[src/rtl/bus_ctrl.sv]
// Single-outstanding bus initiator: request -> strobes -> ack/timeout -> response. rsp_valid at T+2 (zero-wait), T+2+N (N waits).
// Backpressure: holds the response until rsp_ready; req_ready only in IDLE, so no new request is taken while a response is pending.
module bus_ctrl #(
  parameter int DW      = 16,
  parameter int TIMEOUT = 16
) (
  input  logic            clk,
  input  logic            rst_n,
  input  logic            req_valid,
  output logic            req_ready,
  input  logic            req_wr,
  input  logic [15:0]     req_addr,
  input  logic [DW-1:0]   req_wdata,
  output logic            bus_rd,
  output logic            bus_wr,
  output logic [15:0]     bus_addr,
  output logic [DW-1:0]   bus_wdata,
  input  logic            dec_hit,
  input  logic [2:0]      dec_did,
  input  logic [6:0]      dev_ack,
  input  logic [7*DW-1:0] dev_rdata,
  output logic            rsp_valid,
  input  logic            rsp_ready,
  output logic [DW-1:0]   rsp_rdata,
  output logic [1:0]      rsp_err,
  output logic [7:0]      err_cnt
);

  localparam int CW = $clog2(TIMEOUT + 1);
  localparam logic [CW-1:0] CNT_LAST = CW'(TIMEOUT - 1);

  typedef enum logic [1:0] {IDLE, ISSUE, WAIT, RESP} state_t;

  state_t          state, state_nx;
  logic            bus_rd_nx, bus_wr_nx;
  logic [15:0]     bus_addr_nx;
  logic [DW-1:0]   bus_wdata_nx;
  logic            rsp_valid_nx;
  logic [DW-1:0]   rsp_rdata_nx;
  logic [1:0]      rsp_err_nx;
  logic [7:0]      err_cnt_nx;
  logic [2:0]      did_q, did_nx;
  logic [CW-1:0]   cnt, cnt_nx;

  logic            done;
  logic [1:0]      done_err;
  logic [2:0]      done_did;

  // ID 7 (NONE) has no device behind it: pad so it reads as no-ack, zero data.
  logic [7:0]      ack_ext;
  logic [DW-1:0]   rdata_arr [8];

  assign ack_ext = {1'b0, dev_ack};

  for (genvar i = 0; i < 7; i++) begin : g_slice
    assign rdata_arr[i] = dev_rdata[i*DW +: DW];
  end
  assign rdata_arr[7] = '0;

  assign req_ready = (state == IDLE);

  always_comb begin
    state_nx     = state;
    bus_rd_nx    = bus_rd;
    bus_wr_nx    = bus_wr;
    bus_addr_nx  = bus_addr;
    bus_wdata_nx = bus_wdata;
    rsp_valid_nx = rsp_valid;
    rsp_rdata_nx = rsp_rdata;
    rsp_err_nx   = rsp_err;
    err_cnt_nx   = err_cnt;
    did_nx       = did_q;
    cnt_nx       = cnt;
    done         = 1'b0;
    done_err     = 2'b00;
    done_did     = 3'd0;

    case (state)
      IDLE: begin
        if (req_valid) begin
          bus_addr_nx  = req_addr;
          bus_wdata_nx = req_wdata;
          bus_rd_nx    = ~req_wr;
          bus_wr_nx    = req_wr;
          state_nx     = ISSUE;
        end
      end
      ISSUE: begin
        if (!dec_hit) begin
          done     = 1'b1;
          done_err = 2'b01;
        end else if (ack_ext[dec_did]) begin
          done     = 1'b1;
          done_did = dec_did;
        end else begin
          did_nx   = dec_did;
          cnt_nx   = '0;
          state_nx = WAIT;
        end
      end
      WAIT: begin
        // Ack beats timeout when both land in the same cycle.
        if (ack_ext[did_q]) begin
          done     = 1'b1;
          done_did = did_q;
        end else if (cnt == CNT_LAST) begin
          done     = 1'b1;
          done_err = 2'b10;
        end else begin
          cnt_nx = cnt + 1'b1;
        end
      end
      RESP: begin
        if (rsp_ready) begin
          rsp_valid_nx = 1'b0;
          state_nx     = IDLE;
        end
      end
      default: state_nx = IDLE;
    endcase

    if (done) begin
      bus_rd_nx    = 1'b0;
      bus_wr_nx    = 1'b0;
      rsp_valid_nx = 1'b1;
      rsp_err_nx   = done_err;
      rsp_rdata_nx = (done_err == 2'b00 && !bus_wr) ? rdata_arr[done_did] : '0;
      state_nx     = RESP;
      if (done_err != 2'b00 && err_cnt != 8'hFF) err_cnt_nx = err_cnt + 8'd1;
    end
  end

  always_ff @(posedge clk or negedge rst_n) begin
    if (!rst_n) begin
      state     <= IDLE;
      bus_rd    <= 1'b0;
      bus_wr    <= 1'b0;
      bus_addr  <= '0;
      bus_wdata <= '0;
      rsp_valid <= 1'b0;
      rsp_rdata <= '0;
      rsp_err   <= 2'b00;
      err_cnt   <= 8'd0;
      did_q     <= 3'd0;
      cnt       <= '0;
    end else begin
      state     <= state_nx;
      bus_rd    <= bus_rd_nx;
      bus_wr    <= bus_wr_nx;
      bus_addr  <= bus_addr_nx;
      bus_wdata <= bus_wdata_nx;
      rsp_valid <= rsp_valid_nx;
      rsp_rdata <= rsp_rdata_nx;
      rsp_err   <= rsp_err_nx;
      err_cnt   <= err_cnt_nx;
      did_q     <= did_nx;
      cnt       <= cnt_nx;
    end
  end

endmodule

[config.mk]
export PLATFORM = sky130hd
export DESIGN_NAME = bus_ctrl
export DESIGN_NICKNAME = d
export VERILOG_FILES = /design/src/rtl/bus_ctrl.sv
export SDC_FILE = /design/constraint.sdc
export NUM_CORES = 1
export LEC_CHECK = 0
export BUFFER_PORTS_ARGS = -buffer_cell sky130_fd_sc_hd__buf_4
export CAP_MARGIN = 20
export CORE_ASPECT_RATIO = 1.75
export CORE_MARGIN = 10
export CORE_UTILIZATION = 50
export DETAILED_ROUTE_END_ITERATION = 12
export PLACE_DENSITY = 0.87
export SYNTH_ARGS = -nofsm -noshare
export SYNTH_HDL_FRONTEND = slang
export SYNTH_SLANG_ARGS = --single-unit
[constraint.sdc]
create_clock -name clk -period 4 [get_ports clk]
set_input_delay 1.2 -clock clk [delete_from_list [all_inputs] [get_ports clk]]
set_output_delay 1.2 -clock clk [all_outputs]
set_load 0.02 [all_outputs]
==> out/metrics.csv <==
stage,metric,value,unit
synth,synth-simple-area-share,9.46,%
grt,track_usage,23.4,%
grt,grt_pass1_wl,24300,um
worst_hold_path,hold_depth,2,
timing,setup_viol,0,
synth,synthMuxAreaShare,24.5,%
cells_and_area,post-route-cell-area,0.00638,mm^2
timing,finalClockSkew,0.00446,ns
timing,holdWs,0.479,ns
timing,final.setup.worst_slack,0.799,ns
critical_path,r2r-end,rsp_rdata[1],
drt,routed_wl,15800,um
timing,tns,0,ns
critical_path,reg2reg_slack,1.07,ns
grt,grt_max_degree,72,
critical_path,slowest_delay,0.55,ns
synth,avgSynthCellArea,11.0,um^2
drt,routedWlPerCell,21.7,um
critical_path,cp_cell_sequence,buf_4 -> mux2i_1 -> mux4_2 -> o22ai_4 -> buf_4 -> mux2i_1 -> o221ai_1 -> a32o_1,
clock_tree,cts_buffer_depth,2,
worst_hold_path,min_to,rsp_valid,
grt,antenna_found_initial,0,
clock_tree,cts_root_buf,clkbuf_16,
clock_tree,htreeDepth,3,
clock_tree,ctsResizeCount,0,
place,hpwl,12700,um
cells_and_area,fillers,610,
critical_path,worst_setup_path_end_kind,flop,
synth,synth_top_flop_cell,dfrtp_1,
place,post-place-ws,0.489,ns
critical_path,critPathArrivalTime,3.42,ns
drt,drtPass1Iterations,5,
clock_tree,clkTransAtPathRegs,0.05,ns
synth,synth_edf_count,0,
synth,synth_compound_area_share,17.4,%
floorplanning,core_area,0.00837,mm^2
pwr,irDropWorstVdd,0.000510,V
clock_tree,insertion_delay,0.33,ns
clock_tree,clkSinkCount,71,
floorplanning,die-area,0.0130,mm^2
pwr,finalPower,4.58,mW
synth,synthXorXnorAreaFrac,1.41,%
critical_path,critPathRequiredTime,4.22,ns
timing,slew_viol_final,0,
synth,yosys_warnings,0,
synth,syn_nets,563,
cells_and_area,area_delta_synth_final,47.0,%
timing,fmax,312,MHz
critical_path,critical-path-slowest-cell,mux4_2,
drt,antenna_left,0,
timing,period_minus_slack,3.20,ns
drt,vias,4239,
synth,synth.distinct_cells,46,
critical_path,crit_family,multiplexers,
worst_hold_path,hold_class,flop to flop,
synth,syn_area,0.00434,mm^2
synth,synth_top_family_by_area,multiplexers,
critical_path,r2r_start,did_q[1],
synth,syn-instance-count,396,
cells_and_area,final_cells,728,
synth,ys_seq_area_share,40.9,%
clock_tree,cts_tree,built,
flow_run,max_cap_viol_count,0,
critical_path,startpoint,dev_ack[6],
critical_path,crit_fanout,30,
floorplanning,start_util,51.9,%
cells_and_area,layout-drive-gt1-share,49.9,%
outcome,status,finished clean,
critical_path,crit_type,primary input to flop,
synth,ys_seq_elements,71,
critical_path,start_kind,primary input,
cells_and_area,utilization,76.2,%
pwr,power_density,718,mW/mm^2
timing,layout_worst_path_cycle_share,80.0,%
critical_path,critical_path_buf_inv_count,2,
grt,grt_pass1_vias,4567,
clock_tree,cts_setup_buffers,0,
timing,hold_violations,0,
clock_tree,cts_made_buffers,9,
grt,grt_overflow,0,
clock_tree,cts_hold_buf,0,
cells_and_area,antenna_cells,0,
drt,vias_per_cell,5.82,
place,dp_cells,712,
place,routabilityCongestion,0.887,
synth,synth_fa_ha_area_share,2.02,%
worst_hold_path,worstHoldStart,rsp_valid,
timing,rsz0062_at_grt,no,
floorplanning,die_w,90.4,um
floorplanning,fp-row-count,44,
place,io_buffers,221,
cells_and_area,num-nets-final,775,
pwr,leakagePower,3.00,nW
timing,worst_slew_pin_slew,1.01,ns
drt,first_iter_violations,197,
floorplanning,die_h,143,um
critical_path,ff2ff_path_depth,7,
place,post_dp_cell_area,0.00607,mm^2
floorplanning,pin_count,222,
synth,async_flop_share,100,%
drt,drc,0,
timing,max_slew_margin,32.6,%
## layer usage
layer	up-vias	GRT usage (%)	part of all wire (%)
met5	-	0	0
met4	0	9.60	2.6
met3	29	8.56	11
met2	263	41.0	50
met1	2021	24.9	37
li1	1926	-	-
## how the worst max path moves through the flow
stage | to | slack (ns) | cells past startpoint
after floorplan | rsp_rdata[10] | 0.80 | 8
after global routing | rsp_rdata[10] | 0.65 | 9
final | rsp_rdata[1] | 0.80 | 8
after detailed placement | rsp_rdata[1] | 0.49 | 8
after global placement | rsp_rdata[1] | 0.55 | 8
after CTS | rsp_rdata[1] | 0.84 | 8
## cell families (layout without fill, tap and decap cells)
| group | after synthesis | count (layout) |
|---|---|---|
| flip-flops | 71 | 71 |
| XOR/XNOR | 7 | 7 |
| AND/OR/NAND/NOR | 78 | 78 |
| buffers and inverters | 38 | 255 |
| AO/OA/AOI/OAI | 98 | 98 |
| multiplexers | 97 | 97 |
| adder cells (fa/ha/maj) | 7 | 7 |
## final cells by class
cell class,instances,area (um^2),share of cell area [%]
clock buffer,12,236,3.71
clock inverter,4,70.1,1.10
inverter,10,37.5,0.588
multi-input combinational,287,2400,37.6
sequential,71,1780,27.8
tap,115,144,2.26
timing repair buffer,229,1720,26.9
## registers in the layout (all words and copies together) (netlist names)
signal     count
bus_wr         1
bus_rd         1
cnt            5
did_q          3
bus_addr      16
rsp_valid      1
err_cnt        8
rsp_err        2
state          2
rsp_rdata     16
bus_wdata     16
## Yosys cell counts, drive strengths merged, types with 5 or more instances
| master | count | area (um^2) |
|---|---|---|
| ha | 7 | 87.6 |
| nor3 | 6 | 35.0 |
| dfrtp | 71 | 1780 |
| and2 | 19 | 119 |
| clkbuf | 15 | 56.3 |
| buf | 13 | 91.3 |
| a21oi | 6 | 30.0 |
| mux2i | 40 | 400 |
| mux2 | 55 | 619 |
| a221o | 15 | 150 |
| o21ai | 27 | 135 |
| xor2 | 5 | 43.8 |
| inv | 10 | 37.5 |
| a32o | 16 | 160 |
| nand3 | 9 | 45.0 |
| nand2 | 22 | 82.6 |
| nor2 | 9 | 41.3 |
| o221ai | 15 | 131 |
## worst register-to-register path: stages, from the launching register on
cell      delay (ns)
dfrtp_1         0.60
mux2i_1         0.17
mux4_2          0.55
o22ai_4         0.15
buf_4           0.45
mux2i_1         0.47
o221ai_1        0.17
a32o_1          0.25
## cell usage in the layout, fill, tap and decap left out, types with 8 or more instances in the layout
master,n
o221ai_1,15
dfrtp_1,71
clkbuf_16,9
mux2_2,55
a32o_1,16
nand3_1,9
and2_1,19
o21ai_0,24
nand2_1,22
buf_4,229
nor2_1,8
a221o_1,15
mux2i_1,40
inv_1,10
## report_power, final
part,internal [mW],switching [mW],leakage [nW]
clock,0.544,0.287,0.151
combinational,1.14,1.35,1.96
sequential,1.03,0.226,0.881
total,2.72,1.86,3.00
Note: power is estimated with default switching activity, not from simulation.
